[config.mk]
export PLATFORM = sky130hd
export DESIGN_NAME = pipelined_array_mult
export DESIGN_NICKNAME = d
export VERILOG_FILES = /design/src/rtl/pipelined_array_mult.sv
export SDC_FILE = /design/constraint.sdc
export NUM_CORES = 1
export LEC_CHECK = 0
export BUFFER_PORTS_ARGS = -buffer_cell sky130_fd_sc_hd__buf_2
export CORE_MARGIN = 8
export CORE_UTILIZATION = 48
export CTS_BUF_LIST = sky130_fd_sc_hd__clkbuf_4
export DETAILED_ROUTE_END_ITERATION = 8
export PLACE_DENSITY_LB_ADDON = 0.08
export SETUP_SLACK_MARGIN = 0.02
export SKIP_CTS_REPAIR_TIMING = 1
export SLEW_MARGIN = 20
export SYNTH_ARGS = -nofsm -noshare
export SYNTH_HDL_FRONTEND = slang
export SYNTH_SLANG_ARGS = --single-unit
[constraint.sdc]
create_clock -name clk -period 10.1 [get_ports clk]
set_clock_uncertainty 0.1 [all_clocks]
set_input_delay 0.505 -clock clk [delete_from_list [all_inputs] [get_ports clk]]
set_output_delay 0.505 -clock clk [all_outputs]
set_load 0.005 [all_outputs]
[src/rtl/pipelined_array_mult.sv]
// pipelined_array_mult: pipelined WIDTH x WIDTH array multiplier, signed/unsigned per entry,
// ROWS_PER_STAGE partial-product rows per stage, valid/ready on both sides, pass-through tag.
module pipelined_array_mult #(
    parameter int WIDTH          = 8,
    parameter int ROWS_PER_STAGE = 2,
    parameter int TAG_W          = 2
) (
    input  logic                 clk,
    input  logic                 rst,
    input  logic                 in_valid,
    output logic                 in_ready,
    input  logic [WIDTH-1:0]     in_a,
    input  logic [WIDTH-1:0]     in_b,
    input  logic                 in_signed,
    input  logic [TAG_W-1:0]     in_tag,
    output logic                 out_valid,
    input  logic                 out_ready,
    output logic [2*WIDTH-1:0]   out_p,
    output logic [TAG_W-1:0]     out_tag,
    output logic                 busy
);
    localparam int STAGES = (WIDTH + ROWS_PER_STAGE - 1) / ROWS_PER_STAGE;
    localparam int PW     = 2 * WIDTH;

    // Signed mode: the multiplier MSB carries weight -2^(W-1), so its row is subtracted.
    function automatic logic [PW-1:0] f_rows(input logic [PW-1:0] sum, input logic [PW-1:0] a,
                                             input logic [WIDTH-1:0] b, input logic sgn, input int k);
        logic [PW-1:0] acc;
        acc = sum;
        for (int i = 0; i < WIDTH; i++)
            if (i / ROWS_PER_STAGE == k && b[i])
                acc = (sgn && i == WIDTH - 1) ? acc - (a << i) : acc + (a << i);
        return acc;
    endfunction

    logic [STAGES-1:0] r_v;
    logic [PW-1:0]     r_a   [STAGES];
    logic [PW-1:0]     r_p   [STAGES];
    logic [WIDTH-1:0]  r_b   [STAGES];
    logic              r_s   [STAGES];
    logic [TAG_W-1:0]  r_tag [STAGES];
    logic              w_adv;
    logic [PW-1:0]     w_a0;
    logic [WIDTH-1:0]  w_b0;
    logic              w_s0;

    assign w_adv     = !out_valid | out_ready;
    assign in_ready  = w_adv;
    assign out_valid = r_v[STAGES-1];
    assign out_p     = r_p[STAGES-1];
    assign out_tag   = r_tag[STAGES-1];
    assign busy      = |r_v;
    // Bubbles are loaded as zero operands so they carry a zero product down the pipe.
    assign w_a0 = in_valid ? {{WIDTH{in_signed & in_a[WIDTH-1]}}, in_a} : '0;
    assign w_b0 = in_valid ? in_b : '0;
    assign w_s0 = in_valid & in_signed;

    always_ff @(posedge clk or posedge rst) begin
        if (rst) begin
            r_v <= '0;
            for (int k = 0; k < STAGES; k++) begin
                r_a[k]   <= '0;
                r_p[k]   <= '0;
                r_b[k]   <= '0;
                r_s[k]   <= 1'b0;
                r_tag[k] <= '0;
            end
        end else if (w_adv) begin
            r_v[0]   <= in_valid;
            r_a[0]   <= w_a0;
            r_b[0]   <= w_b0;
            r_s[0]   <= w_s0;
            r_tag[0] <= in_valid ? in_tag : '0;
            r_p[0]   <= f_rows('0, w_a0, w_b0, w_s0, 0);
            for (int k = 1; k < STAGES; k++) begin
                r_v[k]   <= r_v[k-1];
                r_a[k]   <= r_a[k-1];
                r_b[k]   <= r_b[k-1];
                r_s[k]   <= r_s[k-1];
                r_tag[k] <= r_tag[k-1];
                r_p[k]   <= f_rows(r_p[k-1], r_a[k-1], r_b[k-1], r_s[k-1], k);
            end
        end
    end
endmodule

# Yosys cells after proc, flatten, opt, wreduce, memory -nomap -nowiden
# Cells that the tools add are included.
# word_totals
out_inout_bits,21
regBits,139
word_cells,47
inputBits,23
# classes
reduce_logical,2
add_sub_neg,8
bitwise_logic,3
mux,16
# ops
cell,count
two-way mux 16 bit,14
adder 16 bit,7
subtractor 16 bit,1
two-way mux 8 bit,1
OR reduction 4 bit,1
bitwise AND 1 bit,2
two-way mux 2 bit,1
zero test 1 bit,1
bitwise OR 1 bit,1

# Depth between registers and ports, before layout
# Gate-level depths: netlist of run 1.
# depth
ltp_word,6
mapped_depth,19
depth_no_buf,19

# Worst setup path before layout of run 1
# Ideal clock, no wire load.
# synth_path
path_kind,reg2reg
from,register r_a[48] (netlist bit)
to,register r_p[47] (netlist bit)
arrival_time_ps,3699
path_stages_with_launch,19
setup_time_ps,77
synth_period_minus_slack_ps,3876
required_time_ps,9923
n_path_buf,0
setup_slack_ps,6224
cell_sequence,dfrtp_1 ha_1 inv_1 fa_1 nor2b_1 o21a_1 o21ai_1 a21boi_1 a21oi_1 xnor2_1 mux2_2 ha_1 or4_4 o221ai_2 o31ai_2 xor2_1 nand2_1 xnor3_1 a21oi_1
# synth_via
elab_chain_cells,5
# synth_lines
item,line_no,text
from (decl),37,logic [PW-1:0] r_a [STAGES];
"from (signal, indexed assignment)",77,r_a[k] <= r_a[k-1];
adder 16 bit,32,acc = (sgn && i == WIDTH - 1) ? acc - (a << i) : acc + (a << i);
two-way mux 16 bit,31,if (i / ROWS_PER_STAGE == k && b[i])
two-way mux 16 bit,68,end else if (w_adv) begin
adder 16 bit,32,
two-way mux 16 bit (*),31,
"to (signal, indexed assignment)",81,"r_p[k] <= f_rows(r_p[k-1], r_a[k-1], r_b[k-1], r_s[k-1], k);"
to (decl),38,logic [PW-1:0] r_p [STAGES];
# Every way passes the cells marked *; elsewhere a longest branch is shown, timed or not. The select of a mux whose other input is x is not followed.
# A chain may end at the register's enable or synchronous reset.

# Worst setup path in the final report of run 1
# Ends and elaborated chain as after synthesis.

==> results.md, run 1 <==
- Total power: 2.80 mW
- Global router's overall resource usage: 16.9%
- Yosys warns: 0
- Total number of vias: 6,697
- Ys async rst share: 100%
- Setup WS post-layout: 5.89 ns
- Finish-stage setup viols: 0
- Initial DRT Pass Iterations: 4
- Critical path capture point type: flip-flop
- Seq/Total Area, Yosys: 34.6%
- Power Dens Cells: 309 nW/µm²
- RD Place Congestion: 0.836
- Slew margin rel.: 42.2%
- H-tree depth: 4
- Post-synth net total: 1,117
- First-pass GRT wire length: 31.2 mm
- Die Span X: 149 µm
- Leakage power: 4.52 nW
- Min Clock Period, post-route: 4.21 ns
- Hpwl dp: 13.3 mm
- Cell area after synthesis: 8540 µm²
- Placement-stage cell area: 8750 µm²
- Synth top area share: 34.6%
- Wirelength per Cell: 14.2 µm
- FF-to-FF setup slack: 5.89 ns
- Post-route ant nets: 0
- Number of distinct library cells after synthesis: 66
- Worst-margin pin slew: 0.866 ns
- Sequential cell area: 2950 µm²
- Setup CP Type: flip-flop to flip-flop
- Area of the core: 17,400 µm²
- Layout cells sized above 1: 11.2%
- Initial core utilization: 49.2%
- CP max FO: 4
- Max Clk Rate: 0.237 GHz
- Die ar.: 22,300 µm²
- Clk buf depth: 2
- Final count of pins violating max slew: 0
- Setup WS pre-CTS: 5.87 ns
- Run status: finished clean
- Synth-to-Final Area Change: 6.03%
- Die outline height: 149 µm
- Vias in the first global route: 6,582
- GRT overflow: 0
- Iteration-0 DRC Markers: 288
- Via density: 5.32
- Largest cells by area after synthesis: dfrtp_1 35%, ha_1 11%, nand2_1 10%
- Yosys reg bits: 118
- Cell taking the most area after synthesis: dfrtp_1
- Req. time, crit path: 10.46 ns
- Worst hold path type: input port to flip-flop
- Maxcap violations: 0
- CTS tree: built
- Clk pin slew, worst setup/hold paths: 0.12 ns
- Number of I/O pins: 44
- Number of synthesized flops with an enable pin: 0
- Clock buffer count from CTS: 17
- Clk root buf: clkbuf_4
- Area of the multi-input gates: 5100 µm²
- Startpoint Class: flip-flop
- Port Buffer Count: 43
- Filler cells: 1,712
- Nets: 1,125
- Synthesized area per cell: 8.44 µm²
- RSZ-0062 raised after global routing: false
- Initial antenna violation count: 1
- # DRC: 0
- Routed WL: 17.8 mm
- Num Clock Sinks: 118
- Clk_lat worst skew: 0.52 ns
- Crit path arrival time: 4.58 ns
- Post-route cell area: 9060 µm²
- Gate count after technology mapping: 1,012
- Setup_tns: 0 ns
- Max rail drop VDD: 0.000227 V
- Pin count of the biggest net entering global routing: 89
- Final core occ: 52.2%
- Final Cycle Share: 41.7%
- Final Hold Fails: 0
- Row Count: 48
- Synth Flop Type: dfrtp_1
[cell type report]
type,instances,share of cell area [%]
Sequential cell,118,32.6
Clock inverter,12,1.46
Timing Repair Buffer,48,2.96
Antenna cell,1,0.0276
Inverter,45,1.92
Clock buffer,19,1.57
Tap cell,225,3.11
Multi-Input combinational cell,790,56.4
[synth_stat cells, drive strengths merged, types with 2 or more instances]
cell type	number
a2111oi	2
a211oi	7
a21boi	4
a21o	21
a21oi	65
a221oi	2
a31oi	8
and2	5
and3	2
buf	27
clkbuf	32
dfrtp	118
fa	7
ha	75
inv	45
mux2	25
mux2i	11
nand2	227
nand2b	12
nand3	22
nand3b	3
nand4	2
nor2	72
nor2b	6
nor3	11
nor4	2
o211a	2
o211ai	8
o21a	8
o21ai	72
o21ba	3
o21bai	8
o22a	2
o22ai	6
o31ai	3
or3	2
or4	5
xnor2	47
xnor3	2
xor2	14
[stage by stage]
step | hold slack (ns) | std cells
floorplan | 0.339 | 1012
global placement | 0.346 | 1224
detailed placement | 0.351 | 1224
CTS | -0.122 | 1255
global route | 0.0607 | 1258
finish | 0.100 | 1258
[path summary, 6_finish.rpt]
check                      cells past startpoint  endpoint     start
hold / removal                                 3   r_b[27]   in_b[3]
hold reg to reg                                2  out_p[1]  out_p[1]
min in group asynchronous                      3  r_tag[2]       rst
setup reg to reg                              18   r_p[47]   r_a[48]
setup / recovery                              18   r_p[47]   r_a[48]
max in group asynchronous                      5   r_a[22]       rst
[where the power goes]
| group | internal (mW) | switching, mW | leakage, nW |
|---|---|---|---|
| clock | 0.151 | 0.190 | 0.146 |
| sequential | 0.643 | 0.182 | 1.50 |
| combinational | 0.766 | 0.865 | 2.87 |
| total | 1.56 | 1.24 | 4.52 |
[metal layers]
layer	vias up	GRT usage, %	part of all wire [%]
met1	3130	21.9	49
met4	0	5.15	1.2
li1	3489	-	-
met5	-	0	0
met3	15	3.14	2.0
met2	63	28.0	48
[layout by cell type (no fill, tap or decap), types with 3 or more instances in the layout]
master,instances
o21a_1,8
nand2_1,227
nand3b_1,3
buf_4,3
ha_1,75
o21ba_2,3
o211ai_1,8
o21ai_0,70
a211oi_1,7
clkinv_4,5
o21bai_1,8
xor2_1,14
buf_2,43
clkbuf_4,19
nor2b_1,5
inv_1,43
nor3_1,11
and2_1,5
mux2_2,25
o22ai_1,6
xnor2_1,47
or4_1,4
nand2b_1,12
fa_1,7
dfrtp_1,118
a21o_1,20
mux2i_1,11
a21oi_1,65
nor2_1,72
a21boi_0,3
nand3_1,22
a31oi_1,8
[registers in the layout (all words and copies together), names as in the netlist]
register	flops
out_tag	2
r_s	3
out_p	16
r_v	4
r_a	27
r_b	12
r_p	48
r_tag	6
[cell families after synthesis]
kind of cell,count (synthesis),share of synthesized area [%]
AOI/OAI and AO/OA,235,17.3
xor gates and xnor gates,63,6.78
adders and majority gates,82,12.6
buffers and inverters,104,5.77
DFF,118,34.6
muxes,36,4.58
and+or+nand+nor,374,18.4
[critical path, stage by stage, from the launching register on]
cell and delay, ns:
dfrtp_1 0.42, ha_1 0.19, inv_1 0.05, fa_1 0.40
nor2b_1 0.13, o21a_1 0.13, o21ai_1 0.09, a21boi_1 0.26
a21oi_1 0.13, xnor2_1 0.13, mux2_2 0.28, ha_1 0.23
or4_4 0.55, o221ai_2 0.25, o31ai_2 0.11, xor2_1 0.13
nand2_1 0.09, xnor3_1 0.35, a21oi_1 0.15
Power figures use the tool's default switching activity.
==> run 2, diff against run 1 <==
--- a/config.mk
+++ b/config.mk
@@ -5,6 +5,7 @@
 export SDC_FILE = /design/constraint.sdc
 export NUM_CORES = 1
 export LEC_CHECK = 0
+export ABC_AREA = 1
 export BUFFER_PORTS_ARGS = -buffer_cell sky130_fd_sc_hd__buf_2
 export CORE_MARGIN = 8
 export CORE_UTILIZATION = 48
==> constraint.sdc (replaced) <==
create_clock -name clk -period 3.9 [get_ports clk]
set_clock_uncertainty 0.1 [all_clocks]
set_input_delay 0.195 -clock clk [delete_from_list [all_inputs] [get_ports clk]]
set_output_delay 0.195 -clock clk [all_outputs]
set_load 0.005 [all_outputs]
==> run 2 against run 1 <==
  * Power grew to 2.7 times the previous value
  * Largest power group unchanged
  * Synthesized area is 7.3% higher
  * Final cell count is 27% higher
  * Combinational power grew to 2.7 times the previous value
  * Clock-buffer cell count is 2 lower
  * Die area is 6.5% higher
  * Worst hold slack worse by 0.056 ns
==> results.md, run 2 <==
- Number of distinct library cells after synthesis: 43
- Initial antenna violation count: 1
- Biggest register: r_p
- Hold Crit Start: in_valid
- Power Dens Cells: 752 nW/µm²
- Max Clk Rate: 0.296 GHz
- Logic pwr share: 59.7%
- Sequential cell area: 2950 µm²
- Initial DRT Pass Iterations: 7
- Cell taking the most area after synthesis: dfrtp_1
- Worst-margin pin slew: 0.638 ns
- Leakage power: 5.48 nW
- Most frequent cells in the layout: 413 x nand2_1, 150 x inv_1, 118 x dfrtp_1, 98 x nand3_1, 87 x o21ai_0
- Synthesized area per cell: 6.97 µm²
- RD Place Congestion: 0.891
- Max rail drop VDD: 0.000316 V
- Internal: 3.75 mW
- Cell with the most instances after synthesis: nand2_1
- Synth Flop Type: dfrtp_1
- Setup CP Type: flip-flop to flip-flop
- Area of the core: 18,700 µm²
- Port Buffer Count: 43
- Cell area after synthesis: 9170 µm²
- Largest cells by area after synthesis: dfrtp_1 32%, nand2_1 17%, ha_1 10%
- Final Cycle Share: 86.7%
- Global router's overall resource usage: 19.7%
- Final Hold Fails: 0
- GRT overflow: 0
- Slowest CP cell: dfrtp_1
- Num Clock Sinks: 118
- First-pass GRT wire length: 38.7 mm
- Most instantiated cells after synthesis: 413 x nand2_1, 151 x inv_1, 118 x dfrtp_1
- CP max FO: 5
- RSZ-0062 raised after global routing: false
- Vias in the first global route: 7,977
- CTS tree: built
- Clk pin slew, worst setup/hold paths: 0.14 ns
- Clk root buf: clkbuf_4
- Gate count after technology mapping: 1,315
- Finish-stage setup viols: 0
- Layout cells sized above 1: 8.53%
- Most frequent CP cell: nand2_1
- Row Count: 50
- Setup WS post-layout: 0.517 ns
- Cells along the critical path: ha_1 -> inv_1 -> fa_1 -> inv_1 -> nand2_1 -> a21oi_4 -> nand2_1 -> nand2_1 -> nand2_1 -> nand2_1 -> nand2_1 -> nand3_2 -> nand2_1 -> ha_1 -> nand2_1 -> nor2_1 -> nand3_1 -> nand4_1 -> nand2_1 -> nor2_1 -> nand3_1 -> nand3_1 -> nand2_1
- Run status: finished clean
- Critical path capture point type: flip-flop
- Yosys reg bits: 118
- Initial core utilization: 49.0%
- Via density: 5.20
- Crit path arrival time: 3.70 ns
- Clk_lat worst skew: 0.54 ns
- Startpoint Class: flip-flop
- Maxcap violations: 0
- Die Span X: 154 µm
- Final core occ: 53.0%
- Total number of vias: 8,292
- H-tree depth: 4
- Number of I/O pins: 44
- Wirelength per Cell: 14.4 µm
- Worst setup startpoint: r_a[48]
- Pin count of the biggest net entering global routing: 84
- Clock power frac: 12.2%
- Seq/Total Area, Yosys: 32.2%
- Setup_tns: 0 ns
- Area of the multi-input gates: 5320 µm²
- Post-synth net total: 1,420
- Iteration-0 DRC Markers: 381
- # DRC: 0
- Routed WL: 22.9 mm
- Hpwl dp: 17.2 mm
- Die outline height: 154 µm
- Total power: 7.46 mW
- Setup WS pre-CTS: 0.552 ns
- Filler cells: 1,872
- Net switching power: 3.71 mW
- Die ar.: 23,800 µm²
- Req. time, crit path: 4.22 ns
- Synth-to-Final Area Change: 8.13%
- Post-route ant nets: 0
- Worst R2R Start: r_a[48]
- Min Clock Period, post-route: 3.38 ns
- Most common cell after layout, fill and taps aside: nand2_1
- Seq pwr share: 28.1%
- Nets: 1,453
- Worst hold path type: input port to flip-flop
- Slew margin rel.: 57.5%
- Ys async rst share: 100%
- Synth top area share: 32.2%
- Number of synthesized flops with an enable pin: 0
- Switching Fraction: 49.8%
- Clk buf depth: 2
- Max reg flops: 48
- Max incr delay on CP: 0.42 ns
- Final count of pins violating max slew: 0
- Yosys warns: 0
- Clock buffer count from CTS: 17
-- run 2: changes by cell type in the layout (fill, tap and decap cells not counted), moves of 12 or more --
cell / change
dlygate4sd3_1: +18
nand3_1: +76
o21ai_0: +17
inv_1: +107
nand4_1: +14
xnor2_1: -35
mux2_2: -25
nand2b_1: -12
nand2_1: +186
o21ai_1: +19
-- run 2: layout make-up --
| class | instances | share of cell area [%] |
|---|---|---|
| Antenna cell | 1 | 0.0252 |
| Clock buffer | 17 | 1.29 |
| Clock inverter | 14 | 1.56 |
| Inverter | 159 | 6.06 |
| Multi-Input combinational cell | 984 | 53.7 |
| Sequential cell | 118 | 29.8 |
| Tap cell | 234 | 2.95 |
| Timing Repair Buffer | 68 | 4.67 |
-- run 2: power by group through the flow --
stage | Combinational [mW] | Clock (mW) | Sequential (mW)
floorplan | 3.68 | 0 | 1.93
global placement | 4.39 | 0 | 2.11
detailed placement | 4.43 | 0 | 2.12
CTS | 4.46 | 0.943 | 2.09
global route | 5.13 | 0.992 | 2.16
finish | 4.45 | 0.911 | 2.09
-- run 2: final timing paths --
| check | slack, ns | endpoint | depth (start not counted) |
|---|---|---|---|
| max in group asynchronous | 2.57 | r_a[54] | 4 |
| min reg2reg | 0.38 | r_p[33] | 2 |
| min | 0.04 | r_b[28] | 3 |
| max | 0.52 | r_p[47] | 23 |
| max reg2reg | 0.52 | r_p[47] | 23 |
| min in group asynchronous | 0.18 | r_v[2] | 3 |
-- run 2: critical path: cells and delay by family, from the launching register on --
| kind | cells | cell delay (ns) |
|---|---|---|
| simple gates | 17 | 1.49 |
| fa+ha+maj | 3 | 0.95 |
| flops | 1 | 0.42 |
| compound gates | 1 | 0.19 |
| buf+inv | 2 | 0.13 |
-- run 2: stage by stage --
step           cell area, µm²  hold slack [ns]  std cells
2_1_floorplan            9170            0.245       1315
3_3_place_gp             9440            0.224       1544
3_5_place_dp             9440            0.229       1544
4_1_cts                  9720           -0.389       1575
5_1_grt                  9920           0.0240       1595
6_report                 9920           0.0440       1595
-- run 2: cell families (layout without fill, tap and decap cells) --
group                      after synthesis  count (layout)  share of synthesized area (%)
and+or+nand+nor                        636             636                           28.8
AOI/OAI and AO/OA                      231             231                           14.1
buffers and inverters                  213             258                           9.77
DFF                                    118             118                           32.2
adders and majority gates               82              82                           11.8
xor gates and xnor gates                35              35                           3.34
other                                    0               1                              0
-- run 2: per-layer routing --
layer  vias to the layer above  track usage (%)  wire (µm)
met5                         -                0          0
met2                       114             35.2      11400
met3                        13             3.46        545
met1                      3836             24.2      10800
met4                         0             4.57        233
li1                       4329                -          -
